**src/rtl/alu_pkg.sv**
```systemverilog
// Shared opcodes, FSM states and op-class helpers for alu_seq.
// DIVU/REMU only count as iterative ops when ALU_SEQ_DIV_EN is defined.
package alu_pkg;

    localparam logic [3:0] OP_AND   = 4'b0000;
    localparam logic [3:0] OP_OR    = 4'b0001;
    localparam logic [3:0] OP_ADD   = 4'b0010;
    localparam logic [3:0] OP_SLT   = 4'b0011;
    localparam logic [3:0] OP_SUB   = 4'b0100;
    localparam logic [3:0] OP_SLTU  = 4'b0101;
    localparam logic [3:0] OP_MUL   = 4'b0110;
    localparam logic [3:0] OP_MULHU = 4'b0111;
    localparam logic [3:0] OP_SLL   = 4'b1001;
    localparam logic [3:0] OP_SRL   = 4'b1010;
    localparam logic [3:0] OP_SRA   = 4'b1011;
    localparam logic [3:0] OP_DIVU  = 4'b1100;
    localparam logic [3:0] OP_REMU  = 4'b1101;

    typedef enum logic [1:0] {
        IDLE = 2'd0,
        ITER = 2'd1,
        DONE = 2'd2
    } state_e;

    function automatic logic is_iter_op(input logic [3:0] op);
        case (op)
            OP_MUL, OP_MULHU: return 1'b1;
`ifdef ALU_SEQ_DIV_EN
            OP_DIVU, OP_REMU: return 1'b1;
`endif
            default:          return 1'b0;
        endcase
    endfunction

    // High half of the shared hi/lo register pair holds MULHU and REMU results.
    function automatic logic md_sel_hi(input logic [3:0] op);
        return (op == OP_MULHU) || (op == OP_REMU);
    endfunction

    function automatic logic md_is_div(input logic [3:0] op);
        return (op == OP_DIVU) || (op == OP_REMU);
    endfunction

endpackage

```
**src/rtl/alu_seq_muldiv.sv**
```systemverilog
// One-bit-per-cycle shift-add multiplier and restoring divider sharing a hi/lo register pair.
// The divider datapath exists only when ALU_SEQ_DIV_EN is defined.
module alu_seq_muldiv
    import alu_pkg::*;
#(
    parameter int unsigned XLEN = 32
) (
    input  logic            clk,
    input  logic            rst_n,
    input  logic            i_start,
    input  logic [3:0]      i_op,
    input  logic [XLEN-1:0] i_a,
    input  logic [XLEN-1:0] i_b,
    output logic            o_busy,
    output logic            o_done,
    output logic [XLEN-1:0] o_result
);

    localparam int unsigned CW = $clog2(XLEN);
    localparam logic [CW-1:0] LAST = CW'(XLEN - 1);

    logic            r_busy;
    logic            r_sel_hi;
    logic [CW-1:0]   r_cnt;
    logic [XLEN-1:0] r_a;
    logic [XLEN-1:0] r_hi;
    logic [XLEN-1:0] r_lo;
    logic [XLEN-1:0] w_hi_nxt;
    logic [XLEN-1:0] w_lo_nxt;
    logic [XLEN:0]   w_sum;

    // Multiply: {hi,lo} starts as {0,B}; add A to hi when lo[0] is set, then shift right.
    assign w_sum = {1'b0, r_hi} + (r_lo[0] ? {1'b0, r_a} : {(XLEN + 1){1'b0}});

`ifdef ALU_SEQ_DIV_EN
    logic            r_is_div;
    logic [XLEN-1:0] r_b;
    logic [XLEN:0]   w_rem_sh;
    logic [XLEN:0]   w_diff;
    logic            w_ge;

    // Divide: hi is the partial remainder, lo shifts the dividend out and the quotient in.
    assign w_rem_sh = {r_hi, r_lo[XLEN-1]};
    assign w_diff   = w_rem_sh - {1'b0, r_b};
    assign w_ge     = ~w_diff[XLEN];

    always_comb begin
        w_hi_nxt = w_sum[XLEN:1];
        w_lo_nxt = {w_sum[0], r_lo[XLEN-1:1]};
        if (r_is_div) begin
            w_hi_nxt = w_ge ? w_diff[XLEN-1:0] : w_rem_sh[XLEN-1:0];
            w_lo_nxt = {r_lo[XLEN-2:0], w_ge};
        end
    end
`else
    always_comb begin
        w_hi_nxt = w_sum[XLEN:1];
        w_lo_nxt = {w_sum[0], r_lo[XLEN-1:1]};
    end
`endif

    always_ff @(posedge clk or negedge rst_n) begin
        if (!rst_n) begin
            r_busy   <= 1'b0;
            r_sel_hi <= 1'b0;
            r_cnt    <= '0;
            r_a      <= '0;
            r_hi     <= '0;
            r_lo     <= '0;
`ifdef ALU_SEQ_DIV_EN
            r_is_div <= 1'b0;
            r_b      <= '0;
`endif
        end else if (i_start) begin
            r_busy   <= 1'b1;
            r_sel_hi <= md_sel_hi(i_op);
            r_cnt    <= '0;
            r_a      <= i_a;
            r_hi     <= '0;
`ifdef ALU_SEQ_DIV_EN
            r_is_div <= md_is_div(i_op);
            r_b      <= i_b;
            r_lo     <= md_is_div(i_op) ? i_a : i_b;
`else
            r_lo     <= i_b;
`endif
        end else if (r_busy) begin
            r_hi  <= w_hi_nxt;
            r_lo  <= w_lo_nxt;
            r_cnt <= r_cnt + 1'b1;
            if (r_cnt == LAST) begin
                r_busy <= 1'b0;
            end
        end
    end

    // The final step's result is offered combinationally so the parent captures it on that edge.
    assign o_busy   = r_busy;
    assign o_done   = r_busy && (r_cnt == LAST);
    assign o_result = r_sel_hi ? w_hi_nxt : w_lo_nxt;

endmodule

```
**src/rtl/alu_seq.sv**
```systemverilog
// Sequential ALU: single-cycle logic/arith/shift/compare ops plus iterative MUL/MULHU/DIVU/REMU.
// Define ALU_SEQ_DIV_EN to enable DIVU/REMU; otherwise they return 0 with latency 1.
module alu_seq
    import alu_pkg::*;
#(
    parameter int unsigned XLEN = 32
) (
    input  logic            clk,
    input  logic            rst_n,
    input  logic            in_valid,
    output logic            in_ready,
    input  logic [XLEN-1:0] A,
    input  logic [XLEN-1:0] B,
    input  logic [3:0]      ctrl,
    output logic            out_valid,
    input  logic            out_ready,
    output logic [XLEN-1:0] rslt,
    output logic            Zero
);

    localparam int unsigned SHW = $clog2(XLEN);

    state_e          r_state;
    logic            r_out_valid;
    logic [XLEN-1:0] r_rslt;

    logic            w_accept;
    logic            w_iter;
    logic            w_md_start;
    logic            w_md_busy;
    logic            w_md_done;
    logic [XLEN-1:0] w_md_result;
    logic [XLEN-1:0] w_alu;
    logic [SHW-1:0]  w_shamt;

    assign w_shamt    = B[SHW-1:0];
    assign w_accept   = in_valid && in_ready;
    assign w_iter     = is_iter_op(ctrl);
    assign w_md_start = w_accept && w_iter;

    always_comb begin
        w_alu = '0;
        case (ctrl)
            OP_AND:  w_alu = A & B;
            OP_OR:   w_alu = A | B;
            OP_ADD:  w_alu = A + B;
            OP_SUB:  w_alu = A - B;
            OP_SLL:  w_alu = A << w_shamt;
            OP_SRL:  w_alu = A >> w_shamt;
            OP_SRA:  w_alu = $unsigned($signed(A) >>> w_shamt);
            OP_SLT:  w_alu = {{(XLEN - 1){1'b0}}, ($signed(A) < $signed(B))};
            OP_SLTU: w_alu = {{(XLEN - 1){1'b0}}, (A < B)};
            default: w_alu = '0;
        endcase
    end

    alu_seq_muldiv #(
        .XLEN (XLEN)
    ) u_muldiv (
        .clk      (clk),
        .rst_n    (rst_n),
        .i_start  (w_md_start),
        .i_op     (ctrl),
        .i_a      (A),
        .i_b      (B),
        .o_busy   (w_md_busy),
        .o_done   (w_md_done),
        .o_result (w_md_result)
    );

    always_ff @(posedge clk or negedge rst_n) begin
        if (!rst_n) begin
            r_state     <= IDLE;
            r_out_valid <= 1'b0;
            r_rslt      <= '0;
        end else begin
            case (r_state)
                IDLE: begin
                    if (w_accept) begin
                        if (w_iter) begin
                            r_state <= ITER;
                        end else begin
                            r_rslt      <= w_alu;
                            r_out_valid <= 1'b1;
                            r_state     <= DONE;
                        end
                    end
                end
                ITER: begin
                    if (w_md_done) begin
                        r_rslt      <= w_md_result;
                        r_out_valid <= 1'b1;
                        r_state     <= DONE;
                    end
                end
                DONE: begin
                    if (out_ready) begin
                        r_out_valid <= 1'b0;
                        r_state     <= IDLE;
                    end
                end
                default: begin
                    r_out_valid <= 1'b0;
                    r_state     <= IDLE;
                end
            endcase
        end
    end

    // Gated by rst_n so the block never advertises readiness while held in reset.
    assign in_ready  = rst_n && (r_state == IDLE) && !w_md_busy;
    assign out_valid = r_out_valid;
    assign rslt      = r_rslt;
    assign Zero      = (r_rslt == '0);

endmodule
```
**config.mk**
```make
export PLATFORM = sky130hd
export DESIGN_NAME = alu_seq
export DESIGN_NICKNAME = d
export VERILOG_FILES = /design/src/rtl/alu_pkg.sv /design/src/rtl/alu_seq_muldiv.sv /design/src/rtl/alu_seq.sv
export SDC_FILE = /design/constraint.sdc
export NUM_CORES = 1
export LEC_CHECK = 0
export CAP_MARGIN = 10
export CORE_ASPECT_RATIO = 0.8
export CORE_UTILIZATION = 24
export DETAILED_ROUTE_END_ITERATION = 16
export GPL_TIMING_DRIVEN = 0
export PLACE_DENSITY = 0.36
export SLEW_MARGIN = 20
export SYNTH_ARGS = -nofsm -noshare
export SYNTH_HDL_FRONTEND = slang
export SYNTH_SLANG_ARGS = --single-unit
```
**constraint.sdc**
```tcl
create_clock -name clk -period 4.4 [get_ports clk]
set_clock_uncertainty 0.1 [all_clocks]
set_input_delay 0.66 -clock clk [delete_from_list [all_inputs] [get_ports clk]]
set_output_delay 0.66 -clock clk [all_outputs]
set_load 0.02 [all_outputs]
```
Word-level counts from Yosys, hierarchy flattened:

Index checks and enable logic that the tools add are counted.

* add/sub/neg operators: 4
* $lt $le $gt $ge: 2
* equality and inequality tests: 18
* shift-type cells: 3
* multiplexer cells: 27
* bitwise gates (word level): 2
* reductions and logical operators: 16

Operators by type and width (number)
* 2-to-1 mux 32 bit: 9
* case mux 32 bit (9 select lines): 1
* < comparator 32 bit: 2
* case mux 32 bit (2 select lines): 1
* adder 32 x 33 -> 33 bit: 1
* adder 32 bit: 1
* bitwise AND 32 bit: 1
* zero test 32 bit: 1
* bitwise OR 32 bit: 1
* << shifter 32 x 5 -> 32 bit: 1
* right shift 32 x 5 -> 32 bit: 1
* >>> shifter 32 x 5 -> 32 bit: 1
* subtractor 32 bit: 1
* equality test 4 x 3 -> 1 bit, second input constant: 4
* equality test 4 bit, second input constant: 4
* 2-to-1 mux 5 bit: 2
* equality test 4 x 2 -> 1 bit, second input constant: 2
* 2-to-1 mux 1 bit: 8
* 2-to-1 mux 2 bit: 4
* AND reduction 4 bit: 2
* inequality test 2 bit, second input constant: 3
* case mux 2 bit (3 select lines): 1
* adder 5 x 1 -> 5 bit, second input constant: 1
* equality test 5 bit, second input constant: 1
* other kinds (13): 18

* bits in registers: 138
* output and inout port bits: 35
* word-level logic and storage cells: 81

Depth between registers and ports, before layout:

* depth in word-level cells: 6
* mapped depth: 16

Cells and area by module:

Synthesis repeated with hierarchy kept, for this count alone.

* cell total of the unflattened synthesis: 2173
* area, all modules: 17312.9 sq um

Modules (own cells, without submodules)
* alu_seq: times used 1, cells each 1453, area each 10473.8 sq um
* alu_seq_muldiv: times used 1, cells each 720, area each 6839.1 sq um

Worst setup path after synthesis:

No wires, ideal clock.

* kind: input-to-reg
* start point: input B[2]
* end point: register r_rslt[0], in the netlist rslt[0]
* data arrival time: 3944 ps
* required time: 4175 ps
* path slack: 231 ps
* stages: 15
* buffers on the path: 3
* cell sequence: clkbuf_1 > inv_2 > buf_1 > buf_1 > ha_1 > o21bai_1 > o2111ai_1 > a211oi_1 > o21ai_2 > o211ai_2 > a211oi_1 > o41ai_1 > a2111oi_0 > a21oi_1 > o21ai_1

* longest elaborated chain between the ends: 5

Ends and longest elaborated chain
* start, declared: line alu_seq.sv:13 `input logic [XLEN-1:0] B,`
* < comparator 32 bit (tied with other cells): line alu_seq.sv:52 `OP_SLTU: w_alu = {{(XLEN - 1){1'b0}}, (A < B)};`
* case mux 32 bit (9 select lines) (*): line alu_seq.sv:43 `case (ctrl)`
* 2-to-1 mux 32 bit (*): line alu_seq.sv:80 `if (w_iter) begin`
* 2-to-1 mux 32 bit (*): line alu_seq.sv:79 `if (w_accept) begin`
* case mux 32 bit (2 select lines) (*): line alu_seq.sv:77 `case (r_state)`
* end signal, assigned: line alu_seq.sv:83 `r_rslt <= w_alu;`
* end signal, assigned: line alu_seq.sv:91 `r_rslt <= w_md_result;`
* end, declared: line alu_seq.sv:25 `logic [XLEN-1:0] r_rslt;`

Mark *: on every way between the ends. The rest lies on a longest branch, timed or not. The select of a mux whose other input is x is not followed.
A chain may end at the register's enable or synchronous reset.

Final worst setup path:

* start point: input B[2]
* end point: register r_rslt[31], in the netlist rslt[31]

* longest elaborated chain between the ends: 5

Ends and longest elaborated chain
* subtractor 32 bit (tied with other cells): line alu_seq.sv:47 `OP_SUB: w_alu = A - B;`
* case mux 32 bit (9 select lines) (*): line alu_seq.sv:43
* 2-to-1 mux 32 bit (*): line alu_seq.sv:80
* 2-to-1 mux 32 bit (*): line alu_seq.sv:79
* case mux 32 bit (2 select lines) (*): line alu_seq.sv:77

Marked as above.

==> summary.md <==
| Metric | Value |
|---|---|
| Final nets | 2500 |
| Gr ovfl total | 0 |
| CP peak stage delay | 0.59 ns |
| Crit path max-delay cell type | buf_1 |
| Post-synth top flop | dfrtp_1 |
| Pwr dens | 456.5 nW/µm² |
| CTS tree | done |
| CTS Sinks | 138 |
| Seq cells post-synth | 138 |
| CP Class | in -> reg |
| Die height | 237.0 µm |
| H-tree lvl count | 4 |
| Die ar. | 70090 µm² |
| Slew headroom | 18.79% |
| Startpoint types | input pin |
| Delay-heaviest family, CP | buffers and inverters |
| Post-synth cell types | 91 |
| Worst-path cell chain | clkdlybuf4s50_1 > buf_8 > buf_2 > clkbuf_1 > buf_1 > a21oi_1 > mux2i_1 > nand2_1 > o311ai_0 > nand4_1 > a211oi_2 > o21bai_1 |
| Final wirelength | 97920 µm |
| Worst r2r dst | rslt[31] |
| Asr flop ratio synth | 100.0% |
| Reg clk slew, reported paths | 0.06 ns |
| # fillers | 7458 |
| Total number of vias | 18380 |
| Leakage | 8.353 nW |
| Clock Root Buffer | clkbuf_16 |
| WL met1 | 48680 µm |
| Via density | 5.728 |
| WL per Instance | 30.52 µm |
| Reg2reg setup slack | 0.12 ns |
| Drt pass-1 iters | 6 |
| Met2 WL | 39840 µm |
| Clock insertion delay at the later pin of the skew report | 0.45 ns |
| CTS max path bufs | 2 |
| Worst Tran Pin Value | 1.205 ns |
| Worst path required time | 4.62 ns |
| CTS Hold Bufs | 0 |
| Post-synthesis instance area | 16570 µm² |
| Final setup TNS | -0.2768 ns |
| DRC violations left | 0 |
| Post-synth EDFFs | 0 |
| Final setup viols | 5 |
| Reg-to-reg critical path startpoint | u_muldiv.r_lo[0] |
| Fmax achieved | 0.2219 GHz |
| CP Capture Type | register |
| Global-route wire length before repair | 137800 µm |
| Initial drt markers | 2140 |
| Fin crit period | 4.507 ns |
| Avg Cell Area, Syn | 7.702 µm² |
| # IOs | 107 |
| Critical Path Sink | rslt[31] |
| Antenna-violating nets left | 0 |
| Top sig layer | met4 |
| Std-Cell Core Area | 67750 µm² |
| Worst Hold Class | in -> async |
| Failing checks | setup timing |
| Critical Path AT | 4.73 ns |
| WP depth | 12 |
| Post-route clock period utilization | 102.4% |
| Final hold vios | 0 |
| FF-to-FF path depth | 13 |
| Status | complete, but fails checks |
| Share of cells above drive strength 1 | 10.72% |
| Placement Setup Slack | -2.939 ns |
| Maximum fanout along the worst path | 10 |
| Placed wire-length estimate | 81320 µm |
| Worst Path Buf+Inv | 5 |
| Maximum vdd drop | 0.0002880 V |
| Sequential area share after synthesis | 20.84% |
| Starting Density | 24.45% |
| Vias in the first global route | 17450 |
| Syn nets | 2369 |
| GRT Overall Usage | 27.78% |
| Ys Warns | 0 |
| Slew Viols, Final | 0 |
| Largest net degree at the start of global routing | 72 |
| I/O Buffers | 106 |
| CP Launch Point | B[2] |
| Inserted Diodes | 0 |
| Worst Setup Slack, final | -0.1074 ns |
| Area grow syn2layout | 21.64% |
| Die W | 295.7 µm |
| Mapped Cells | 2151 |
| Max-cap violation count | 0 |
| Initial antenna violation count | 6 |
| CTS Buf Count | 17 |
| GP Congestion | 0.9579 |
| WL met3 | 8283 µm |
| Placement row count | 85 |
Yosys cell counts, drive strengths merged, types with 14 or more instances:
master  instances  area [µm²]
a211oi         31       232.7
mux2           28       315.3
buf            37       186.4
nand2         242       908.4
a221oi         18       157.7
nor4           21       146.4
o22ai          14       87.58
and2           42       262.8
nor3           36       180.2
mux2i          98       980.9
a21oi         179       895.9
a21o           30       225.2
o221ai         21       190.2
nand4          17       106.4
ha            143        1789
xor2           15       131.4
nor2          214       803.3
clkbuf        110       412.9
dfrtp         138        3453
inv           112       420.4
xnor2          27       236.5
o211ai         31       242.7
nand2b         16       100.1
mux4           40       908.4
nand3          38       190.2
o31ai          20       155.1
o21ai         219        1100
a31oi          28       175.2
per-stage QoR:
step	power, mW	area, µm²	utilization [%]	std cells	hold slack (ns)
floorplan	5.314	16570	-	2151	0.2644
global placement	7.409	18770	27.71	3170	0.3616
detailed placement	7.418	18850	27.83	3173	0.3632
CTS	9.157	19980	29.49	3208	0.1026
global route	9.761	20150	29.75	3208	0.04551
finish	9.199	20150	29.75	3208	0.02979
report_power, final:
group	total [mW]	switching, mW	internal, mW
Sequential	2.40	0.534	1.87
Combinational	5.19	3.28	1.91
Clock	1.61	0.638	0.968
worst min-delay path by stage:
stage / to / slack, ns / cells after the start
CTS: u_muldiv.r_hi[9] / 0.10 / 1
finish: u_muldiv.r_hi[9] / 0.03 / 1
global route: u_muldiv.r_hi[8] / 0.05 / 1
floorplan: out_valid / 0.26 / 0
global placement: u_muldiv.r_a[2] / 0.36 / 2
detailed placement: u_muldiv.r_a[23] / 0.36 / 2
routing by layer:
layer / track usage [%] / vias to the layer above
met2: 39.15 / 834
met5: 0 / -
met1: 43.22 / 9323
li1: - / 8152
met4: 3.360 / 0
met3: 6.092 / 66
cell usage in the layout, fill, tap and decap left out, drive strengths merged, types with 27 or more instances in the layout:
cell type	synthesis	layout
a211oi	31	31
a21o	30	30
a21oi	179	179
a31oi	28	28
and2	42	42
buf	37	47
clkbuf	110	126
clkdlybuf4s50	0	88
dfrtp	138	138
ha	143	143
inv	112	115
mux2	28	28
mux2i	98	98
mux4	40	40
nand2	242	242
nand3	38	38
nor2	214	214
nor3	36	36
o211ai	31	31
o21ai	219	219
xnor2	27	27
what timing repair did:
item,CTS,global route
setup buffers,5,2
resized for setup,134,60
endpoints found under the setup margin,35,26
pin swaps,10,9
registers in the layout, summed over array words and instances (netlist names):
name / flops
rslt: 32
u_muldiv.r_a: 32
u_muldiv.r_hi: 32
u_muldiv.r_lo: 32
u_muldiv.r_cnt: 5
r_state: 2
out_valid: 1
u_muldiv.o_busy: 1
u_muldiv.r_sel_hi: 1
cell families after synthesis:
group,count (synthesis),synth area share (%)
buffers and inverters,259,6.155
flip-flops,138,20.84
AO/OA/AOI/OAI,711,27.21
adder cells (fa/ha/maj),146,11.16
AND/OR/NAND/NOR,689,19.10
XOR/XNOR,42,2.220
multiplexers,166,13.31
cell type report:
class,instances,area (µm²),share of cell area [%]
plain buffers,143,699.4,3.471
clock buffers,18,439.2,2.179
clock inverters,14,193.9,0.9624
inverters,112,432.9,2.148
multi-input cells,1754,12620,62.62
flip-flops and latches,138,3453,17.14
well taps,913,1142,5.669
repair buffers,116,1171,5.811
Power figures use the tool's default switching activity.
